**src/rtl/hist_pkg.sv**
```systemverilog
// Shared widths, FSM state encoding and read-select codes for the frame analyzer.
// Latency: n/a (declarations only).
// Backpressure: n/a.
package hist_pkg;

    localparam int NUM_BINS = 64;   // bins per frame, one beat each
    localparam int CNT_W    = 4;    // width of one bin count
    localparam int IDX_W    = 6;    // clog2(NUM_BINS)

    // Worst-case accumulator widths for 64 bins of 4-bit counts:
    // total <= 64*15 = 960, wsum <= 15*(0+..+63) = 30240, dividend = wsum*4.
    localparam int TOT_W    = 10;
    localparam int WSUM_W   = 15;
    localparam int DIV_W    = 17;

    typedef enum logic [1:0] {
        COLLECT = 2'd0,
        DRAIN   = 2'd1,
        DIVIDE  = 2'd2
    } state_t;

    localparam logic [2:0] SEL_PEAK_IDX  = 3'd0;
    localparam logic [2:0] SEL_PEAK_CNT  = 3'd1;
    localparam logic [2:0] SEL_TOTAL_LO  = 3'd2;
    localparam logic [2:0] SEL_TOTAL_HI  = 3'd3;
    localparam logic [2:0] SEL_NZ        = 3'd4;
    localparam logic [2:0] SEL_MEAN      = 3'd5;
    localparam logic [2:0] SEL_STATUS    = 3'd6;
    localparam logic [2:0] SEL_FRAME_CNT = 3'd7;

endpackage

```
**src/rtl/hist_frame_analyzer_if.sv**
```systemverilog
// Bin-dump beat stream from the histogram block into the frame analyzer.
// Latency: n/a (wires only).
// Backpressure: none; the producer never stalls, the consumer must take every beat.
// Signals: s_valid (beat present), s_data (bin count, beat k = bin k), s_last (final beat).
interface hist_frame_analyzer_if;
    import hist_pkg::*;

    logic             s_valid;
    logic [CNT_W-1:0] s_data;
    logic             s_last;

    modport master (output s_valid, output s_data, output s_last);
    modport slave  (input  s_valid, input  s_data, input  s_last);

endinterface

```
**src/rtl/hist_seq_div.sv**
```systemverilog
// Restoring divider, one quotient bit per cycle; divide-by-zero yields quotient 0.
// Latency: start sampled on edge N, done pulses in the cycle after edge N+17.
// Backpressure: none; a new start while running restarts the division.
// Ports: clk, rst (sync, active-high), start, dividend[DIV_W], divisor[TOT_W],
//        done (1-cycle pulse), quotient[DIV_W] (held until the next start).
module hist_seq_div
    import hist_pkg::*;
(
    input  logic             clk,
    input  logic             rst,
    input  logic             start,
    input  logic [DIV_W-1:0] dividend,
    input  logic [TOT_W-1:0] divisor,
    output logic             done,
    output logic [DIV_W-1:0] quotient
);

    logic [DIV_W-1:0] quo;
    logic [TOT_W-1:0] rem;
    logic [TOT_W-1:0] den;
    logic [4:0]       iter;
    logic             running;
    logic             den_zero;

    logic [TOT_W:0]   rem_sh;
    logic [TOT_W-1:0] rem_sub;
    logic             fits;

    // The remainder stays below the divisor, so after a successful subtract
    // the low TOT_W bits hold the exact result even though rem_sh is wider.
    always_comb begin
        rem_sh  = {rem, quo[DIV_W-1]};
        fits    = (rem_sh >= {1'b0, den});
        rem_sub = rem_sh[TOT_W-1:0] - den;
    end

    always_ff @(posedge clk) begin
        if (rst) begin
            quo      <= '0;
            rem      <= '0;
            den      <= '0;
            iter     <= '0;
            running  <= 1'b0;
            den_zero <= 1'b0;
            done     <= 1'b0;
        end else begin
            done <= 1'b0;
            if (start) begin
                quo      <= dividend;
                rem      <= '0;
                den      <= divisor;
                den_zero <= (divisor == '0);
                iter     <= 5'(DIV_W);
                running  <= 1'b1;
            end else if (running) begin
                if (fits) begin
                    rem <= rem_sub;
                    quo <= {quo[DIV_W-2:0], 1'b1};
                end else begin
                    rem <= rem_sh[TOT_W-1:0];
                    quo <= {quo[DIV_W-2:0], 1'b0};
                end
                iter <= iter - 5'd1;
                if (iter == 5'd1) begin
                    running <= 1'b0;
                    done    <= 1'b1;
                end
            end
        end
    end

    // With a zero divisor every step "fits", so the raw quotient is all ones.
    assign quotient = den_zero ? '0 : quo;

endmodule

```
**src/rtl/hist_frame_analyzer.sv**
```systemverilog
// Reduces each 64-beat histogram frame to peak/total/non-zero/mean/frame-count results.
// Latency: results commit and done pulses 18 edges after the last-beat edge.
// Backpressure: none; beats arriving during the divide are dropped and flagged as overrun.
// Ports: clk, rst (sync, active-high), bin_in (beat stream, slave), err_clr,
//        rd_sel/rd_data (byte-wide result read), done, busy (dividing), err (sticky).
module hist_frame_analyzer
    import hist_pkg::*;
(
    input  logic                        clk,
    input  logic                        rst,
    hist_frame_analyzer_if.slave        bin_in,
    input  logic                        err_clr,
    input  logic [2:0]                  rd_sel,
    output logic [7:0]                  rd_data,
    output logic                        done,
    output logic                        busy,
    output logic                        err
);

    localparam logic [IDX_W-1:0] LAST_IDX = IDX_W'(NUM_BINS - 1);

    state_t state;

    // Working accumulators for the frame in flight.
    logic [IDX_W-1:0]  beat_idx;
    logic [TOT_W-1:0]  total;
    logic [WSUM_W-1:0] wsum;
    logic [6:0]        nz;
    logic [IDX_W-1:0]  acc_peak_idx;
    logic [CNT_W-1:0]  acc_peak_cnt;

    // Committed results, only touched when done fires.
    logic [IDX_W-1:0]  res_peak_idx;
    logic [CNT_W-1:0]  res_peak_cnt;
    logic [TOT_W-1:0]  res_total;
    logic [6:0]        res_nz;
    logic [7:0]        res_mean;
    logic [7:0]        frame_cnt;
    logic              result_valid;
    logic              err_len;
    logic              err_ovr;

    logic [IDX_W+CNT_W-1:0] prod;
    logic [TOT_W-1:0]       total_nx;
    logic [WSUM_W-1:0]      wsum_nx;
    logic [6:0]             nz_nx;
    logic                   peak_take;
    logic                   beat_last;
    logic                   in_collect;
    logic                   len_set;
    logic                   long_frame;
    logic                   ovr_set;
    logic                   div_start;
    logic                   div_done;
    logic [DIV_W-1:0]       div_quo;
    logic                   acc_load;
    logic                   acc_clr;

    always_comb begin
        prod       = {{CNT_W{1'b0}}, beat_idx} * {{IDX_W{1'b0}}, bin_in.s_data};
        total_nx   = total + TOT_W'(bin_in.s_data);
        wsum_nx    = wsum + WSUM_W'(prod);
        nz_nx      = nz + 7'(bin_in.s_data != '0);
        // Strict compare keeps the lowest index on ties; beat 0 always seeds the peak.
        peak_take  = (beat_idx == '0) || (bin_in.s_data > acc_peak_cnt);
        beat_last  = (beat_idx == LAST_IDX);
        in_collect = (state == COLLECT) && bin_in.s_valid;
        // Length error: last flag and 64th beat disagree (short or long frame).
        len_set    = in_collect && (bin_in.s_last != beat_last);
        long_frame = in_collect && beat_last && !bin_in.s_last;
        div_start  = in_collect && bin_in.s_last && beat_last;
        ovr_set    = (state == DIVIDE) && bin_in.s_valid;
        acc_load   = in_collect && !len_set;
        acc_clr    = (in_collect && len_set) || ((state == DIVIDE) && div_done);
    end

    // The divider sees the sums including the final beat, taken combinationally.
    hist_seq_div u_div (
        .clk      (clk),
        .rst      (rst),
        .start    (div_start),
        .dividend ({wsum_nx, 2'b00}),
        .divisor  (total_nx),
        .done     (div_done),
        .quotient (div_quo)
    );

    // Mean is deliberately truncated to its low byte.
    logic unused_quo_hi;
    assign unused_quo_hi = ^div_quo[DIV_W-1:8];

    always_ff @(posedge clk) begin
        if (rst || acc_clr) begin
            beat_idx     <= '0;
            total        <= '0;
            wsum         <= '0;
            nz           <= '0;
            acc_peak_idx <= '0;
            acc_peak_cnt <= '0;
        end else if (acc_load) begin
            beat_idx <= beat_idx + IDX_W'(1);
            total    <= total_nx;
            wsum     <= wsum_nx;
            nz       <= nz_nx;
            if (peak_take) begin
                acc_peak_idx <= beat_idx;
                acc_peak_cnt <= bin_in.s_data;
            end
        end
    end

    always_ff @(posedge clk) begin
        if (rst) begin
            state        <= COLLECT;
            done         <= 1'b0;
            busy         <= 1'b0;
            res_peak_idx <= '0;
            res_peak_cnt <= '0;
            res_total    <= '0;
            res_nz       <= '0;
            res_mean     <= '0;
            frame_cnt    <= '0;
            result_valid <= 1'b0;
            err_len      <= 1'b0;
            err_ovr      <= 1'b0;
        end else begin
            done <= 1'b0;
            case (state)
                COLLECT: begin
                    if (div_start) begin
                        state <= DIVIDE;
                        busy  <= 1'b1;
                    end else if (long_frame) begin
                        state <= DRAIN;
                    end
                end
                DRAIN: begin
                    if (bin_in.s_valid && bin_in.s_last) begin
                        state <= COLLECT;
                    end
                end
                DIVIDE: begin
                    if (div_done) begin
                        res_peak_idx <= acc_peak_idx;
                        res_peak_cnt <= acc_peak_cnt;
                        res_total    <= total;
                        res_nz       <= nz;
                        res_mean     <= div_quo[7:0];
                        frame_cnt    <= frame_cnt + 8'd1;
                        result_valid <= 1'b1;
                        done         <= 1'b1;
                        busy         <= 1'b0;
                        state        <= COLLECT;
                    end
                end
                default: begin
                    state <= COLLECT;
                    busy  <= 1'b0;
                end
            endcase

            // A set event in the same cycle as err_clr keeps the bit set.
            if (len_set) begin
                err_len <= 1'b1;
            end else if (err_clr) begin
                err_len <= 1'b0;
            end
            if (ovr_set) begin
                err_ovr <= 1'b1;
            end else if (err_clr) begin
                err_ovr <= 1'b0;
            end
        end
    end

    assign err = err_len | err_ovr;

    always_comb begin
        rd_data = 8'h00;
        case (rd_sel)
            SEL_PEAK_IDX:  rd_data = {2'b00, res_peak_idx};
            SEL_PEAK_CNT:  rd_data = {4'b0000, res_peak_cnt};
            SEL_TOTAL_LO:  rd_data = res_total[7:0];
            SEL_TOTAL_HI:  rd_data = {6'b000000, res_total[9:8]};
            SEL_NZ:        rd_data = {1'b0, res_nz};
            SEL_MEAN:      rd_data = res_mean;
            SEL_STATUS:    rd_data = {5'b00000, err_ovr, err_len, result_valid};
            SEL_FRAME_CNT: rd_data = frame_cnt;
            default:       rd_data = 8'h00;
        endcase
    end

endmodule

```
**src/flat_wrapper.sv**
```systemverilog
// flat-port wrapper written by rule: the top's interface ports become plain ports
module hist_frame_analyzer_flat import hist_pkg::*;
  (clk, rst, err_clr, rd_sel, rd_data, done, busy, err, bin_in_s_valid, bin_in_s_data, bin_in_s_last);
  hist_frame_analyzer_if bin_in_i ();
  input  logic clk;
  input  logic rst;
  input  logic err_clr;
  input  logic [2:0] rd_sel;
  output logic [7:0] rd_data;
  output logic done;
  output logic busy;
  output logic err;
  input wire logic [$bits(bin_in_i.s_valid)-1:0] bin_in_s_valid;
  input wire logic [$bits(bin_in_i.s_data)-1:0] bin_in_s_data;
  input wire logic [$bits(bin_in_i.s_last)-1:0] bin_in_s_last;
  assign bin_in_i.s_valid = bin_in_s_valid;
  assign bin_in_i.s_data = bin_in_s_data;
  assign bin_in_i.s_last = bin_in_s_last;
  hist_frame_analyzer u_core (.clk(clk), .rst(rst), .bin_in(bin_in_i), .err_clr(err_clr), .rd_sel(rd_sel), .rd_data(rd_data), .done(done), .busy(busy), .err(err));
endmodule
```
**config.mk**
```make
export PLATFORM = sky130hd
export DESIGN_NAME = hist_frame_analyzer_flat
export DESIGN_NICKNAME = d
export VERILOG_FILES = /design/src/rtl/hist_pkg.sv /design/src/rtl/hist_frame_analyzer_if.sv /design/src/rtl/hist_seq_div.sv /design/src/rtl/hist_frame_analyzer.sv /design/src/flat_wrapper.sv
export SDC_FILE = /design/constraint.sdc
export NUM_CORES = 1
export LEC_CHECK = 0
export BUFFER_PORTS_ARGS = -buffer_cell sky130_fd_sc_hd__buf_2
export CAP_MARGIN = 15
export CORE_ASPECT_RATIO = 1.75
export CORE_MARGIN = 1.5
export CORE_UTILIZATION = 40
export CTS_BUF_LIST = sky130_fd_sc_hd__clkbuf_2 sky130_fd_sc_hd__clkbuf_4 sky130_fd_sc_hd__clkbuf_8
export DETAILED_ROUTE_END_ITERATION = 6
export PLACE_DENSITY = 0.54
export SLEW_MARGIN = 5
export SYNTH_ARGS = -nofsm -noshare
export SYNTH_HDL_FRONTEND = slang
export SYNTH_SLANG_ARGS = --single-unit
```
**constraint.sdc**
```tcl
create_clock -name clk -period 4.1 [get_ports clk]
set_clock_uncertainty 0.1 [all_clocks]
set_input_delay 0.205 -clock clk [delete_from_list [all_inputs] [get_ports clk]]
set_output_delay 0.205 -clock clk [all_outputs]
set_load 0.005 [all_outputs]
```
==> reports/results.tsv, run 1 <==
metric	value	unit
finalHoldWorstSlack	0.0246	ns
setup_repair_after_global_routing_missed_its_margin	no	
diodes	0	
finalWorstSetupSlack	0.172	ns
floorplan.initialDensity	40.6	%
cap_violations	0	
detailed_place_hpwl	15300	µm
synth.area.mux_share	3.48	%
post_layout_nonfiller_instances	1256	
placeableCoreArea	20300	µm²
filler_cell_count	2107	
grt_antenna_before_repair	0	
areaGrowthSynthToFinish	9.48	%
fmaxAchievable	255	MHz
route.vias.total	6767	
finalWorstPathRequiredPeriod	3.93	ns
layout.cells.most_common	dfxtp_1	
clk_pin_slew_worst_paths	0.08	ns
cts.htree.levels	4	
detail_route.iter0.violations	279	
floorplan.die_area	21500	µm²
met1_usage	22.1	%
power.combinational.fraction	6.9	%
busiest_layer	met2	
post-route-period-util	95.8	%
ys_seq_elements	143	
setup_tns	0	ns
post_synth_num_cell_types	77	
crit_fanout	7	
largest_family_of_logic_cells_by_synthesized_area	simple AND/OR/NAND/NOR gates	
rows	69	
dominantRegCellSynth	dfxtp_1	
route.detailed.wl_per_inst	16.9	µm
die_width	111	µm
tritoncts.num_buffers	17	
global_route.usage.met3	3.52	%
dpl.cell_count	1219	
maximum_vdd_drop	0.000171	V
drive_above_1_share	11.7	%
latest_clock_arrival_within_the_worst_skew_pair	0.47	ns
drt_first_pass_iters	4	
timing.critical_path.arrival	4.21	ns
synth_area_per_cell	8.34	µm²
post-layout-total-power	2.80	mW
intPower	2.05	mW
final-seq-area	2870	µm²
cellLeakagePower	3.46	nW
maximum_number_of_pins_on_one_net_before_global_route_repair	83	
final_antenna_net_count	0	
ioPinCount	23	
tritoncts	done	
post_synthesis_instance_area	8240	µm²
compound_gate_portion_of_the_synthesized_area	18.7	%
synth_adder_area_share	11.0	%
multi_input_logic_area	4860	µm²
share_clk_of_total_power	42.8	%
mostFrequentLayoutCells	141 x dfxtp_1, 138 x nand2_1, 87 x a21oi_1, 78 x nor2_1, 60 x inv_1	
global_route.usage.met2	38.0	%
global_route_wire_length_before_repair	34400	µm
finalNetCount	1069	
cts.sink_count	143	
max_slew.worst_pin.slew	0.907	ns
port_buffers	22	
clk_root_buffer_cell	clkbuf_8	
gr-total-overflow	0	
report.final.slew_viol_count	0	
synthSimpleGateAreaFrac	20.5	%
drc	0	
timing.critical_path.from_type	flop	
power_per_cell_area	310	nW/µm²
grt_pass1_vias	6753	
gr-usage-all-layers	20.3	%
pwr-share-seq	50.3	%
fin_util	44.4	%
slew-limit-headroom	39.5	%
endpoint_kind	flop	
p_sw	0.751	mW
clockBufferDepth	2	
post_synth_edffs	0	
synthesis.instances	988	
synthXorXnorAreaFrac	4.89	%
synth.yosys.seq_area_share	34.8	%
swShare	26.8	%
postLayoutCellArea	9020	µm²
synth_fp_nets	1062	
postPlaceCellArea	8500	µm²
async_reset_ff_share	0	%
run_status	finished clean	
synthesis.yosys.warnings	0	
finalWeightedCongestion	0.797	
routed_wirelength	21200	µm
cp_data_required_time	4.38	ns
report.final.setup_viol	0	
post_detailed_route_via_to_cell_ratio	5.39	
die_height	193	µm
hold_viol	0	
worst-setup-path-type	flop to flop	
timing.hold.worst.class	primary input to flop	
dp_slack	0.0207	ns
state kept, by name, summed over array words and instances, names as in the netlist, 5 cells and up:
name,flops
u_core.acc_peak_idx,6
u_core.u_div.den,10
u_core.res_peak_idx,6
u_core.total,10
u_core.res_mean,8
u_core.u_div.iter,5
u_core.res_total,10
u_core.beat_idx,6
u_core.nz,7
u_core.u_div.quo,17
u_core.frame_cnt,8
u_core.wsum,15
u_core.res_nz,7
u_core.u_div.rem,10
power groups by stage:
stage                     combinational [mW]  clock [mW]  sequential [mW]
final                                  0.193        1.20             1.41
after global routing                   0.214        1.28             1.41
after CTS                              0.193        1.23             1.41
after detailed placement               0.191           0             1.44
after global placement                 0.191           0             1.44
after floorplan                        0.133           0             1.44
what timing repair did:
action	CTS	global route
hold buffers	4	0
endpoints found under the hold margin	4	0
setup buffers	0	1
endpoints found under the setup margin	0	11
resized for setup	0	10
worst max-delay path, stage by stage, from the launching register on:
cell	delay [ns]
dfxtp_1	0.33
and2_1	0.16
fa_1	0.52
fa_1	0.56
inv_1	0.05
fa_1	0.50
inv_1	0.04
ha_2	0.32
and3_1	0.22
a2111oi_4	0.45
buf_4	0.19
xnor2_1	0.13
nor2_1	0.06
a211oi_1	0.20
cells by family after synthesis:
kind of cell,count (synthesis)
and+or+nand+nor,351
AOI/OAI and AO/OA,235
DFF,143
buffers and inverters,123
adders and majority gates,62
xor gates and xnor gates,46
muxes,28
cell usage after synthesis (all sizes together) (9+ instances only):
cell | count | area [µm²]
fa | 17 | 340
o21ai | 42 | 225
a21o | 9 | 67.6
xnor2 | 23 | 201
nand2 | 141 | 542
clkbuf | 31 | 116
ha | 45 | 563
mux2i | 23 | 230
nand4 | 17 | 113
nor2 | 79 | 299
nand3b | 9 | 67.6
nand3 | 24 | 130
inv | 60 | 225
and3 | 12 | 80.1
a21oi | 89 | 453
and2 | 26 | 165
xor2 | 23 | 201
a211oi | 35 | 273
buf | 31 | 213
dfxtp | 143 | 2860
layout make-up:
type | count | share of cell area [%]
flip-flops and latches | 143 | 31.8
clock inverters | 13 | 1.73
inverters | 61 | 2.54
multi-input cells | 722 | 53.9
clock buffers | 19 | 2.90
repair buffers | 50 | 3.66
well taps | 248 | 3.44
per-layer routing:
| layer | up-vias | part of all wire, % |
|---|---|---|
| met1 | 3182 | 41 |
| li1 | 3432 | - |
| met4 | 0 | 3.6 |
| met5 | - | 0 |
| met3 | 44 | 2.5 |
| met2 | 109 | 53 |
path summary, 6_finish.rpt:
check,from,to,slack [ns],depth (start not counted)
min reg2reg,u_core.res_mean[4],u_core.res_mean[4],0.35,2
max,u_core.beat_idx[2],u_core.u_div.quo[8],0.17,13
max reg2reg,u_core.beat_idx[2],u_core.u_div.quo[8],0.17,13
min,bin_in_s_data[3],u_core.acc_peak_cnt[3],0.02,4
Power figures use the tool's default switching activity.
==> run 2: changes to the inputs <==
==> constraint.sdc (replaced) <==
create_clock -name clk -period 4.1 [get_ports clk]
set_clock_uncertainty 0.1 [all_clocks]
set_input_delay 0.41 -clock clk [delete_from_list [all_inputs] [get_ports clk]]
set_output_delay 0.41 -clock clk [all_outputs]
set_load 0.005 [all_outputs]
==> reports/results.tsv, run 2 (synthesized netlist as in run 1, its figures left out) <==
metric	value	unit	change
ioPinCount	23		unchanged
post-route-period-util	95.4	%	-0.45 points
route.detailed.wl_per_inst	16.7	µm	-1.1%
regToRegEndpoint	u_core.u_div.quo[8]		
cp_data_required_time	4.38	ns	about the same
report.final.setup_viol	0		unchanged
filler_cell_count	2045		-2.9%
finalWorstSetupSlack	0.191	ns	+0.0184 ns
latest_clock_arrival_within_the_worst_skew_pair	0.47	ns	about the same
timing.hold.worst.class	primary input to flop		
hold_viol	0		unchanged
top_register	u_core.u_div.quo		
mostFrequentLayoutCells	141 x dfxtp_1, 138 x nand2_1, 87 x a21oi_1, 78 x nor2_1, 60 x inv_1		
grt_antenna_before_repair	0		unchanged
final_antenna_net_count	0		unchanged
maximum_number_of_pins_on_one_net_before_global_route_repair	64		-23%
post_detailed_route_via_to_cell_ratio	5.37		-0.24%
timing.critical_path.from_type	flop		
diodes	0		unchanged
layout.cells.most_common	dfxtp_1		
final-seq-area	2870	µm²	unchanged
multi_input_logic_area	4850	µm²	-0.33%
gr-total-overflow	0		unchanged
cts.hold.buffers_added	0		-4
dp_slack	-0.169	ns	-0.190 ns
tritoncts	done		
global_route_wire_length_before_repair	34200	µm	-0.48%
reg_top3	u_core.u_div.quo: 17 flops, u_core.wsum: 15 flops		
clk_root_buffer_cell	clkbuf_8		
min_delay_path_depth	2		-2
rrSetupSlack	0.19	ns	+0.02 ns
fin_util	44.6	%	+0.17 points
grt_pass1_vias	6615		-2.0%
run_status	finished clean		
holdCritStartpoint	bin_in_s_valid		
max_slew.worst_pin.slew	0.874	ns	-0.0326 ns
placeableCoreArea	20300	µm²	unchanged
port_buffers	22		unchanged
slew-limit-headroom	41.5	%	+2.0 points
cts.htree.levels	4		unchanged
tritoncts.num_buffers	17		unchanged
routed_wirelength	21000	µm	-1.1%
timing.critical_path.arrival	4.19	ns	-0.02 ns
die_width	111	µm	unchanged
clk_pin_slew_worst_paths	0.09	ns	about the same
cap_violations	0		unchanged
largest_register_ff_count	17		unchanged
endpoint_kind	flop		
floorplan.initialDensity	40.6	%	unchanged
cellLeakagePower	3.46	nW	about the same
floorplan.die_area	21500	µm²	unchanged
report.final.slew_viol_count	0		unchanged
worstRegToRegCells	13		unchanged
route.vias.total	6756		-0.16%
drive_above_1_share	11.9	%	+0.19 points
drc	0		unchanged
cts.sink_count	143		unchanged
finalWeightedCongestion	0.797		about the same
worst-setup-path-type	flop to flop		
maximum_vdd_drop	0.000169	V	-0.93%
finalNetCount	1070		+0.094%
drt_first_pass_iters	5		+1
gr-usage-all-layers	20.2	%	-0.098 points
finalWorstPathRequiredPeriod	3.91	ns	-0.0184 ns
die_height	193	µm	unchanged
clockBufferDepth	2		unchanged
power_per_cell_area	323	nW/µm²	+4.1%
areaGrowthSynthToFinish	9.89	%	
detail_route.iter0.violations	284		+1.8%
detailed_place_hpwl	15500	µm	+1.5%
crit_fanout	6		-1
rows	69		unchanged
fmaxAchievable	256	MHz	+0.47%
rr_startpoint	u_core.beat_idx[2]		
whs_endpoint	u_core.state[0]		
[run 2: routing by layer]
layer	global-route usage, %	wire [µm]	part of all wire (%)	vias up
li1	-	-	-	3437
met5	0	0	0	-
met3	3.36	486	2.3	32
met1	22.6	8660	41	3222
met4	9.10	708	3.4	0
met2	37.5	11200	53	65
[run 2: area by class of cell]
type                       instances  share of cell area (%)
multi-input combinational        722                    53.6
sequential                       143                    31.7
clock inverter                    15                    2.57
clock buffer                      17                    2.59
timing repair buffer              51                    3.66
tap                              248                    3.43
inverter                          61                    2.53
[run 2: metrics by stage]
| step | cells | cell area (µm²) | hold slack [ns] | TNS (ns) | power (mW) |
|---|---|---|---|---|---|
| 4_1_cts | 1256 | 9010 | 0.0958 | 0 | 2.96 |
| 3_3_place_gp | 1224 | 8540 | 0.340 | -0.445 | 1.63 |
| 5_1_grt | 1257 | 9050 | 0.122 | -0.0155 | 3.04 |
| 3_5_place_dp | 1224 | 8540 | 0.344 | -0.759 | 1.63 |
| 2_1_floorplan | 988 | 8240 | 0.329 | 0 | 1.57 |
| 6_report | 1257 | 9050 | 0.110 | 0 | 2.92 |
[run 2: power by group]
group / switching (mW) / internal (mW)
Clock: 0.593 / 0.733
Combinational: 0.131 / 0.0609
Sequential: 0.00761 / 1.40
[run 2: critical path, cell delays in order, from the launching register on]
cell,delay (ns)
dfxtp_1,0.34
and2_1,0.16
fa_1,0.50
fa_1,0.55
inv_1,0.06
fa_1,0.50
inv_1,0.04
ha_2,0.31
and3_1,0.23
a2111oi_4,0.47
buf_4,0.19
xnor2_1,0.13
nor2_1,0.06
a211oi_1,0.20
[run 2: worst max-delay path by stage]
stage	cells past startpoint	endpoint	slack, ns	from
finish	13	u_core.u_div.quo[8]	0.19	u_core.beat_idx[2]
global route	13	u_core.wsum[14]	-0.02	u_core.beat_idx[2]
CTS	13	u_core.wsum[10]	0.03	u_core.beat_idx[3]
detailed placement	14	u_core.wsum[10]	-0.17	bin_in_s_data[3]
global placement	14	u_core.wsum[10]	-0.12	bin_in_s_data[3]
floorplan	14	u_core.wsum[10]	0.19	u_core.beat_idx[2]
[run 2: timing repair]
item | 4_1_cts | 5_1_grt
gates resized for setup | 0 | 7
buffers inserted | 0 | 1
endpoints found under the setup margin | 0 | 9
==> run 3: changes to the inputs <==
--- a/config.mk
+++ b/config.mk
@@ -7,12 +7,14 @@
 export LEC_CHECK = 0
 export BUFFER_PORTS_ARGS = -buffer_cell sky130_fd_sc_hd__buf_2
 export CAP_MARGIN = 15
+export CELL_PAD_IN_SITES_DETAIL_PLACEMENT = 1
+export CELL_PAD_IN_SITES_GLOBAL_PLACEMENT = 2
 export CORE_ASPECT_RATIO = 1.75
 export CORE_MARGIN = 1.5
-export CORE_UTILIZATION = 40
+export CORE_UTILIZATION = 36
 export CTS_BUF_LIST = sky130_fd_sc_hd__clkbuf_2 sky130_fd_sc_hd__clkbuf_4 sky130_fd_sc_hd__clkbuf_8
 export DETAILED_ROUTE_END_ITERATION = 6
-export PLACE_DENSITY = 0.54
+export PLACE_DENSITY = 0.75
 export SLEW_MARGIN = 5
 export SYNTH_ARGS = -nofsm -noshare
 export SYNTH_HDL_FRONTEND = slang
==> reports/results.tsv, run 3 (synthesized netlist as in run 1, its figures left out) <==
metric	value	unit	change
run_status	finished clean		
ioPinCount	23		unchanged
report.final.slew_viol_count	0		unchanged
detail_route.iter0.violations	229		-19%
latest_clock_arrival_within_the_worst_skew_pair	0.47	ns	about the same
die_width	117	µm	+5.3%
filler_cell_count	2721		+33%
top_register	u_core.u_div.quo		
floorplan.die_area	23800	µm²	+11%
endpoint_kind	flop		
diodes	0		unchanged
final-seq-area	2870	µm²	about the same
die_height	203	µm	+5.3%
post_detailed_route_via_to_cell_ratio	5.24		-2.5%
post-layout-total-power	2.70	mW	-7.6%
grt_pass1_vias	7296		+10%
finalWorstSetupSlack	0.174	ns	-0.0166 ns
fmaxAchievable	255	MHz	-0.42%
setup_repair_after_global_routing_missed_its_margin	yes		
multi_input_logic_area	4840	µm²	-0.10%
cp_data_required_time	4.37	ns	about the same
maximum_vdd_drop	0.000164	V	-2.9%
timing.critical_path.from_type	flop		
clockBufferDepth	2		unchanged
placeableCoreArea	22600	µm²	+11%
global_route_wire_length_before_repair	38400	µm	+12%
tritoncts	done		
power_per_cell_area	298	nW/µm²	-7.7%
drt_first_pass_iters	4		-1
drive_above_1_share	12.6	%	+0.72 points
worst-setup-path-type	flop to flop		
grt_antenna_before_repair	0		unchanged
tritoncts.num_buffers	17		unchanged
finalWeightedCongestion	0.803		+0.74%
report.final.setup_viol	0		unchanged
rows	73		+5.8%
postPlaceCellArea	8650	µm²	+1.3%
floorplan.initialDensity	36.5	%	-4.1 points
max_slew.worst_pin.slew	0.913	ns	+0.0390 ns
largest_register_ff_count	17		unchanged
cts.htree.levels	4		unchanged
detailed_place_hpwl	17600	µm	+13%
route.detailed.wl_per_inst	17.9	µm	+7.1%
hold_viol	0		unchanged
areaGrowthSynthToFinish	10.0	%	
route.vias.total	6894		+2.0%
port_buffers	22		unchanged
postLayoutCellArea	9060	µm²	+0.11%
cap_violations	0		unchanged
crit_fanout	6		unchanged
cts.hold.buffers_added	0		unchanged
timing.critical_path.arrival	4.20	ns	about the same
clk_root_buffer_cell	clkbuf_8		
finalNetCount	1076		+0.56%
cellLeakagePower	3.45	nW	-0.27%
timing.hold.worst.class	primary input to flop		
drc	0		unchanged
layout.cells.most_common	dfxtp_1		
setup_tns	0	ns	unchanged
mostFrequentLayoutCells	140 x dfxtp_1, 138 x nand2_1, 86 x a21oi_1, 78 x nor2_1, 60 x inv_1		
gr-total-overflow	0		unchanged
clk_pin_slew_worst_paths	0.09	ns	about the same
maximum_number_of_pins_on_one_net_before_global_route_repair	71		+11%
fin_util	40.2	%	-4.4 points
slew-limit-headroom	38.9	%	-2.6 points
dp_slack	-0.217	ns	-0.0482 ns
gr-usage-all-layers	20.5	%	+0.30 points
reg_top3	u_core.u_div.quo: 17 flops, u_core.wsum: 15 flops		
final_antenna_net_count	0		unchanged
cts.sink_count	143		unchanged
routed_wirelength	23500	µm	+12%
post-route-period-util	95.8	%	+0.41 points
finalWorstPathRequiredPeriod	3.93	ns	+0.0166 ns
## run 3: cell count changes in the layout (fill, tap and decap cells not counted), moves of 2 or more
| cell | before | now |
|---|---|---|
| bufinv_16 | 5 | 1 |
| clkinv_2 | 0 | 4 |
| buf_4 | 28 | 34 |
| inv_6 | 4 | 2 |
## run 3: critical path: stages (launching register included)
cell,delay (ns)
dfxtp_2,0.34
and2_1,0.16
fa_1,0.52
fa_1,0.55
inv_1,0.06
fa_1,0.50
inv_1,0.04
ha_2,0.32
and3_1,0.23
a2111oi_4,0.43
buf_4,0.19
xnor2_1,0.13
nor2_1,0.06
a211oi_1,0.22
## run 3: layer usage
metal	vias up	global-route usage, %	part of all wire [%]
li1	3439	-	-
met2	57	39.2	54
met3	41	3.68	2.3
met5	-	0	0
met1	3357	21.6	40
met4	0	9.52	3.8
## run 3: final timing paths
path	start	slack (ns)	depth (start not counted)	end
worst min-delay path	bin_in_s_valid	0.1	2	u_core.state[0]
worst max-delay path	u_core.beat_idx[2]	0.17	13	u_core.u_div.quo[8]
worst min register to register	u_core.acc_peak_idx[2]	0.35	2	u_core.res_peak_idx[2]
worst max register to register	u_core.beat_idx[2]	0.17	13	u_core.u_div.quo[8]
## run 3: metrics by stage
| stage | cells | hold slack, ns |
|---|---|---|
| global placement | 1282 | 0.339 |
| finish | 1315 | 0.0998 |
| global route | 1315 | 0.112 |
| CTS | 1314 | 0.0765 |
| detailed placement | 1282 | 0.347 |
| floorplan | 988 | 0.329 |
## run 3: what timing repair did
item                       in CTS  in global routing
resized for setup               0                 10
hold endpoints to repair        0                  0
pin swaps                       1                  1
setup endpoints to repair       1                 15
buffers inserted                0                  1
## run 3: where the power goes
| part | switching [mW] | internal [mW] | leakage (nW) | total (mW) |
|---|---|---|---|---|
| clock network | 0.590 | 0.502 | 0.182 | 1.09 |
| registers | 0.00815 | 1.40 | 1.16 | 1.41 |
| logic | 0.137 | 0.0651 | 2.12 | 0.202 |
| total | 0.735 | 1.96 | 3.45 | 2.70 |
## run 3: final cells by class
type | instances | share of cell area (%)
clock buffer | 19 | 2.82
clock inverter | 13 | 1.27
inverter | 61 | 2.53
multi-input combinational | 722 | 53.5
sequential | 143 | 31.6
tap | 300 | 4.14
timing repair buffer | 57 | 4.16
